## src/rtl/branch_updater.sv

```systemverilog
// Branch-commit update queue: buffers committed branches for predictor training,
// raises a one-cycle flush with the corrected fetch PC on every accepted mispredict.
module branch_updater #(
  parameter int DEPTH    = 4,
  parameter int IDX_BITS = 12
) (
  input  logic                     clk,
  input  logic                     rst,
  input  logic                     rdy,
  input  logic                     cm_valid,
  input  logic [31:0]              cm_pc,
  input  logic                     cm_pred_taken,
  input  logic                     cm_taken,
  input  logic [31:0]              cm_target,
  output logic                     cm_ready,
  output logic                     upd_right,
  output logic                     upd_wrong,
  output logic [31:0]              upd_index,
  output logic                     flush,
  output logic [31:0]              redirect_pc,
  output logic [$clog2(DEPTH):0]   count,
  output logic [15:0]              mispred_cnt
);

  localparam int PW = $clog2(DEPTH);
  localparam int CW = PW + 1;

  // Saturating increment for the mispredict counter.
  function automatic logic [15:0] sat_inc16(input logic [15:0] v);
    if (v == 16'hFFFF) begin
      return v;
    end else begin
      return v + 16'd1;
    end
  endfunction

  // Each entry holds {correct, index}.
  logic [IDX_BITS:0]   r_mem [DEPTH];
  logic [PW-1:0]       r_wptr;
  logic [PW-1:0]       r_rptr;
  logic [CW-1:0]       r_count;
  logic                r_upd_right;
  logic                r_upd_wrong;
  logic [IDX_BITS-1:0] r_upd_index;
  logic                r_flush;
  logic [31:0]         r_redirect_pc;
  logic [15:0]         r_mispred_cnt;

  logic                w_ready;
  logic                w_push;
  logic                w_pop;
  logic                w_correct;
  logic [IDX_BITS-1:0] w_idx;
  logic [31:0]         w_redirect;
  logic [IDX_BITS:0]   w_head;

  // Handshake and entry decode.
  always_comb begin
    w_ready    = 1'b0;
    w_push     = 1'b0;
    w_pop      = 1'b0;
    w_correct  = (cm_pred_taken == cm_taken);
    w_idx      = cm_pc[IDX_BITS+1:2];
    w_redirect = cm_pc + 32'd4;
    w_head     = r_mem[r_rptr];
    if (rdy && (r_count < CW'(DEPTH))) begin
      w_ready = 1'b1;
    end else begin
      w_ready = 1'b0;
    end
    if (cm_taken) begin
      w_redirect = cm_target;
    end else begin
      w_redirect = cm_pc + 32'd4;
    end
    // Pop decision uses the pre-edge count, so a fresh entry never bypasses.
    w_push = cm_valid && w_ready;
    w_pop  = rdy && (r_count != {CW{1'b0}});
  end

  // Entry storage; contents are don't-care outside the occupied window.
  always_ff @(posedge clk) begin
    if (!rst && w_push) begin
      r_mem[r_wptr] <= {w_correct, w_idx};
    end
  end

  // Pointers, occupancy, update pulses, flush and mispredict count.
  always_ff @(posedge clk) begin
    if (rst) begin
      r_wptr        <= {PW{1'b0}};
      r_rptr        <= {PW{1'b0}};
      r_count       <= {CW{1'b0}};
      r_upd_right   <= 1'b0;
      r_upd_wrong   <= 1'b0;
      r_upd_index   <= {IDX_BITS{1'b0}};
      r_flush       <= 1'b0;
      r_redirect_pc <= 32'd0;
      r_mispred_cnt <= 16'd0;
    end else if (rdy) begin
      if (w_push) begin
        r_wptr <= r_wptr + PW'(1);
      end
      if (w_pop) begin
        r_rptr      <= r_rptr + PW'(1);
        r_upd_index <= w_head[IDX_BITS-1:0];
      end
      r_upd_right <= w_pop && w_head[IDX_BITS];
      r_upd_wrong <= w_pop && !w_head[IDX_BITS];
      case ({w_push, w_pop})
        2'b10:   r_count <= r_count + CW'(1);
        2'b01:   r_count <= r_count - CW'(1);
        default: r_count <= r_count;
      endcase
      r_flush <= w_push && !w_correct;
      if (w_push && !w_correct) begin
        r_redirect_pc <= w_redirect;
        r_mispred_cnt <= sat_inc16(r_mispred_cnt);
      end
    end else begin
      r_upd_right <= 1'b0;
      r_upd_wrong <= 1'b0;
      r_flush     <= 1'b0;
    end
  end

  assign cm_ready    = w_ready;
  assign upd_right   = r_upd_right;
  assign upd_wrong   = r_upd_wrong;
  assign upd_index   = {{(32-IDX_BITS){1'b0}}, r_upd_index};
  assign flush       = r_flush;
  assign redirect_pc = r_redirect_pc;
  assign count       = r_count;
  assign mispred_cnt = r_mispred_cnt;

endmodule

```

## config.mk

```make
export PLATFORM = sky130hd
export DESIGN_NAME = branch_updater
export DESIGN_NICKNAME = d
export VERILOG_FILES = /design/src/rtl/branch_updater.sv
export SDC_FILE = /design/constraint.sdc
export NUM_CORES = 1
export LEC_CHECK = 0
export ABC_AREA = 1
export BUFFER_PORTS_ARGS = -buffer_cell sky130_fd_sc_hd__buf_2
export CORE_MARGIN = 3
export CORE_UTILIZATION = 30
export CTS_CLUSTER_SIZE = 14
export DETAILED_ROUTE_END_ITERATION = 10
export HOLD_SLACK_MARGIN = 0.1
export PLACE_DENSITY = 0.47
export SLEW_MARGIN = 20
export SYNTH_ARGS = -nofsm -noshare
export SYNTH_HDL_FRONTEND = slang
export SYNTH_SLANG_ARGS = --single-unit
```

## constraint.sdc

```tcl
create_clock -name clk -period 2.6 [get_ports clk]
set_input_delay 0.52 -clock clk [delete_from_list [all_inputs] [get_ports clk]]
set_output_delay 0.52 -clock clk [all_outputs]
set_load 0.02 [all_outputs]
```

Yosys cells after proc, flatten, opt, wreduce, memory -nomap -nowiden

Memory sizes are Yosys's and may differ from the RTL's. A register that Yosys moved wholly into a read port is not among the register bits.
Cells that the tools add are included.

Flip-flop bits (word level): 70
Bits in writable memories: 52
Input port bits: 70
Output and inout bits: 87
Word-level logic and storage cells: 48
Memories: 1

Add/sub/neg operators: 6
$lt $le $gt $ge: 1
Equality and inequality tests: 4
Mux-type cells: 7
Bitwise gates (word level): 2
Reductions and logical operators: 18

Memory list:

| name  | depth | bits a word | rd ports | clocked after Yosys merged registers in | write ports | line | source |
|---|---|---|---|---|---|---|---|
| r_mem | 4     | 13          | 1        | 1                                       | 1           | 38   | `logic [IDX_BITS:0] r_mem [DEPTH];` |

Operators with widths:

| operator              | count |
|---|---|
| $add 32x3->32 const B | 1 |
| $mux 32               | 1 |
| $add 16x1->16 const B | 1 |
| $eq 16x16->1 const B  | 1 |
| $reduce_and 2->1      | 4 |
| $logic_and 1x1->1     | 7 |
| $pmux 3 s2            | 1 |
| $add 2x1->2 const B   | 2 |
| $mux 2                | 2 |
| $add 3x1->3 const B   | 1 |
| $logic_not 1->1       | 3 |
| $lt 3x3->1 const B    | 1 |
| $mux 1                | 3 |
| $reduce_and 3->1      | 1 |
| $reduce_bool 3->1     | 1 |
| $sub 3x1->3 const B   | 1 |
| $eq 2x1->1 const B    | 1 |
| $eq 2x2->1 const B    | 1 |
| $not 1->1             | 2 |
| $reduce_bool 2->1     | 1 |
| $reduce_or 2->1       | 1 |
| $eq 1x1->1            | 1 |

Depth between registers and ports, before layout

Depth after elaboration: 7
Mapped depth: 11

Least setup slack after synthesis

OpenSTA, ideal clock, no wires.

Kind: flip-flop to flip-flop
Start point: reg r_count[1] (netlist: count[1])
End point: reg r_count[2] (netlist: count[2])
Data arrival time: 2.186 ns
Required time: 2.478 ns
Setup slack: 0.292 ns
Cell stages (with the launch flop): 11
Buffers on the path: 1
Path through: dfxtp_1 inv_1 a31oi_2 clkbuf_1 ha_1 inv_1 fa_1 a21oi_1 o21ai_0 o21ai_0 a21oi_1

Word-level cells in the longest chain between the ends: 7

Ends and longest elaborated chain:

| element                                         | line | source |
|---|---|---|
| from (decl)                                     | 41   | `logic [CW-1:0] r_count;` |
| from (signal assigned)                          | 93   | `r_count <= {CW{1'b0}};` |
| from (signal assigned)                          | 111  | `2'b10: r_count <= r_count + CW'(1);` |
| from (signal assigned)                          | 112  | `2'b01: r_count <= r_count - CW'(1);` |
| $lt 3x3->1                                      | 66   | `if (rdy && (r_count < CW'(DEPTH))) begin` |
| $logic_and 1x1->1                               | 66   |  |
| $mux 1                                          | 66   |  |
| $logic_and 1x1->1                               | 77   | `w_push = cm_valid && w_ready;` |
| $eq 2x1->1 / $eq 2x2->1 (equally long branches) | 110  | `case ({w_push, w_pop})` |
| $reduce_bool 2->1 (no source line)              | --   |  |
| $reduce_and 2->1 (no source line)               | --   |  |

Several ways; a longest one is shown, not always the timed one.
A chain may end at the register's enable or synchronous reset.

Worst setup path after layout

Same ends and word-level chain as after synthesis.

==> results.py <==
metrics = {
    "critical_path": {
        "reg2reg_slack_ns": 0.72,
        "criticalPathCategory": "reg -> reg",
        "cp-start-kind": "flip-flop",
        "cp_max_fo": 3,
        "crit_path_end_kind": "flip-flop",
        "worstPathArrival_ns": 2.18,
        "required_ns": 2.90,
    },
    "global_routing": {
        "grt_pass1_vias": 5131,
        "grt_start_max_net_pins": 35,
        "antenna_found_initial": 3,
        "gr-total-overflow": 0,
        "grt_pass1_wl_um": 28330,
        "track_usage_pct": 16.48,
    },
    "place": {
        "gp_routability_congestion": 0.8304,
        "numPlacedInstances": 1161,
        "dp_slack_ns": 0.5035,
        "hpwl_um": 13150,
        "port_buffers": 136,
    },
    "cts": {
        "holdBufCountCts": 0,
        "cts.sinks": 124,
        "post_cts_buffers": 0,
        "cts_made_buffers": 17,
        "clkLatencyLatePin_ns": 0.42,
        "cts_htree_levels": 4,
        "cts_resized": 0,
        "clock-root-buffer": "clkbuf_16",
        "clockBufferDepth": 2,
        "cts_tree": "built",
        "path_clk_slew_ns": 0.06,
    },
    "yosys": {
        "syn_area_um2": 6157,
        "ys_warn_count": 0,
        "synth_top_cells_by_area": "edfxtp_1, dfxtp_1, nand2_1, nor2_1, o21ai_0",
        "synth_seq_area_share_pct": 48.77,
        "synth-seq-cells": 124,
        "syn-instance-count": 778,
        "synth_top_area_share_pct": 25.36,
        "avgSynthCellArea_um2": 7.914,
        "ys_types": 38,
        "synth.largest_area_cell": "edfxtp_1",
    },
    "job": {
        "max_cap_viol_count": 0,
    },
    "final_layout": {
        "syn2layout_area_growth_pct": 24.08,
        "num-fill-cells": 2095,
        "nNetsFinal": 993,
        "n_antenna_cell": 0,
        "drive_gt1_share_pct": 21.77,
        "final_common_cell": "nand2_1",
        "utilization_pct": 38.62,
        "layoutNonFillerInstCount": 1193,
        "most-common-layout-cells": "nand2_1, nor2_1, buf_2, dfxtp_1, o21ai_0",
    },
    "power": {
        "leakage_nw": 3.244,
        "p_per_area_nw_per_um2": 672.2,
        "vdd_drop_max_uv": 422.0,
        "power_mw": 5.136,
    },
    "detailed_routing": {
        "firstDrtPassIters": 4,
        "via_per_inst": 4.503,
        "vias": 5372,
        "drc": 0,
        "first_iter_violations": 277,
        "wirelength_um": 18250,
        "wire_per_inst_um": 15.30,
        "ant_nets": 0,
    },
    "sta": {
        "min_period_over_period_pct": 72.28,
        "max_freq_ghz": 0.5322,
        "skew_ns": 0.008254,
        "timing.final.ws_setup_ns": 0.7208,
        "tns_ns": 0,
        "setup_viol": 0,
        "slew_violations": 0,
        "hold_viol_final": 0,
        "rsz0062_at_grt": "false",
        "period_needed_ns": 1.879,
    },
    "floorplan": {
        "initial_core_util_pct": 31.13,
        "design.core.area_um2": 19780,
        "ios": 157,
        "die_h_um": 149.3,
        "die-area_um2": 22280,
        "die_w_um": 149.3,
        "fp-row-count": 51,
    },
    "outcome": {
        "status": "completed",
    },
    "min_path": {
        "hold_path.class": "in -> reg",
    },
}
## worst paths after layout
check                                                   from                           end  depth (start not counted)
worst min register to register  redirect_pc[21]$_SDFFE_PP0P_  redirect_pc[21]$_SDFFE_PP0P_                          2
worst max register to register         count[1]$_SDFFE_PP0P_         count[2]$_SDFFE_PP0P_                          9
worst max-delay path                   count[1]$_SDFFE_PP0P_         count[2]$_SDFFE_PP0P_                          9
worst min-delay path                                cm_pc[1]   redirect_pc[1]$_SDFFE_PP0P_                          3
## power breakdown
group	switching [mW]	leakage [nW]	internal [mW]
Clock	0.999	0.273	1.35
Combinational	0.430	1.92	0.201
Sequential	0.0482	1.06	2.11
## synthesized netlist by cell type
cell	instances
o22ai_1	2
or2_2	1
nand4_1	3
nand3_1	31
fa_1	1
o211ai_1	1
o21ai_4	1
nand2_1	163
o21ai_1	1
nor2_8	1
nor2_4	3
inv_1	53
nand2_2	3
nand3b_1	1
a21oi_2	2
nor2_1	136
conb_1	1
and2_1	2
buf_2	8
clkbuf_1	20
nor2_2	4
o21bai_1	1
buf_4	20
nor3_1	5
dfxtp_1	72
inv_2	2
a32oi_1	1
a31oi_2	1
edfxtp_1	52
xor2_1	17
buf_6	3
o21ai_0	71
a21oi_1	67
inv_4	1
xnor2_1	5
xnor2_4	1
a31oi_1	14
ha_1	7
## registers in the layout (all words and copies together), names as in the netlist, named ones only
| signal | flops |
|---|---|
| r_upd_index | 12 |
| mispred_cnt | 16 |
| r_wptr | 2 |
| redirect_pc | 32 |
| upd_right | 1 |
| r_mem | 52 |
| flush | 1 |
| r_rptr | 2 |
| upd_wrong | 1 |
| count | 3 |
## stage by stage
step           hold WS [ns]  cell area [um2]
4_1_cts              0.3456             7640
6_report             0.3668             7640
2_1_floorplan        0.4362             6228
3_3_place_gp         0.4523             7059
5_1_grt              0.3571             7640
3_5_place_dp         0.4558             7059
## cells by family (layout without fill, tap and decap cells)
family	Yosys count	count (layout)	synth area share [%]
other	1	20	0.06090
adder cells (fa/ha/maj)	8	8	1.748
AO/OA/AOI/OAI	162	162	14.06
buffers and inverters	107	238	8.311
flip-flops	124	124	48.77
XOR/XNOR	23	23	3.576
AND/OR/NAND/NOR	353	353	23.47
## metal layers
| layer | global-route usage, % | vias up | routed length, um |
|---|---|---|---|
| li1 | - | 2794 | - |
| met1 | 21.81 | 2409 | 8380 |
| met2 | 25.41 | 143 | 8206 |
| met3 | 6.411 | 20 | 1421 |
| met4 | 4.119 | 6 | 199 |
| met5 | 0 | - | 45 |
## area by class of cell
type                            count  area (um2)  area share, %
Multi-Input combinational cell    566        2714          35.52
Clock buffer                       17       425.4          5.568
Timing Repair Buffer              150       798.3          10.45
Clock inverter                     15       155.1          2.031
Tap cell                          265       331.6          4.340
Inverter                           56       212.7          2.784
Sequential cell                   124        3003          39.31
## critical path, cell delays in order (launching register included)
cell	delay (ns)
dfxtp_1	0.35
inv_1	0.09
a31oi_2	0.22
ha_1	0.17
inv_1	0.07
fa_1	0.37
a21oi_1	0.16
o21ai_0	0.11
o21ai_0	0.16
a21oi_1	0.06
(Power assumes the default switching activity.)
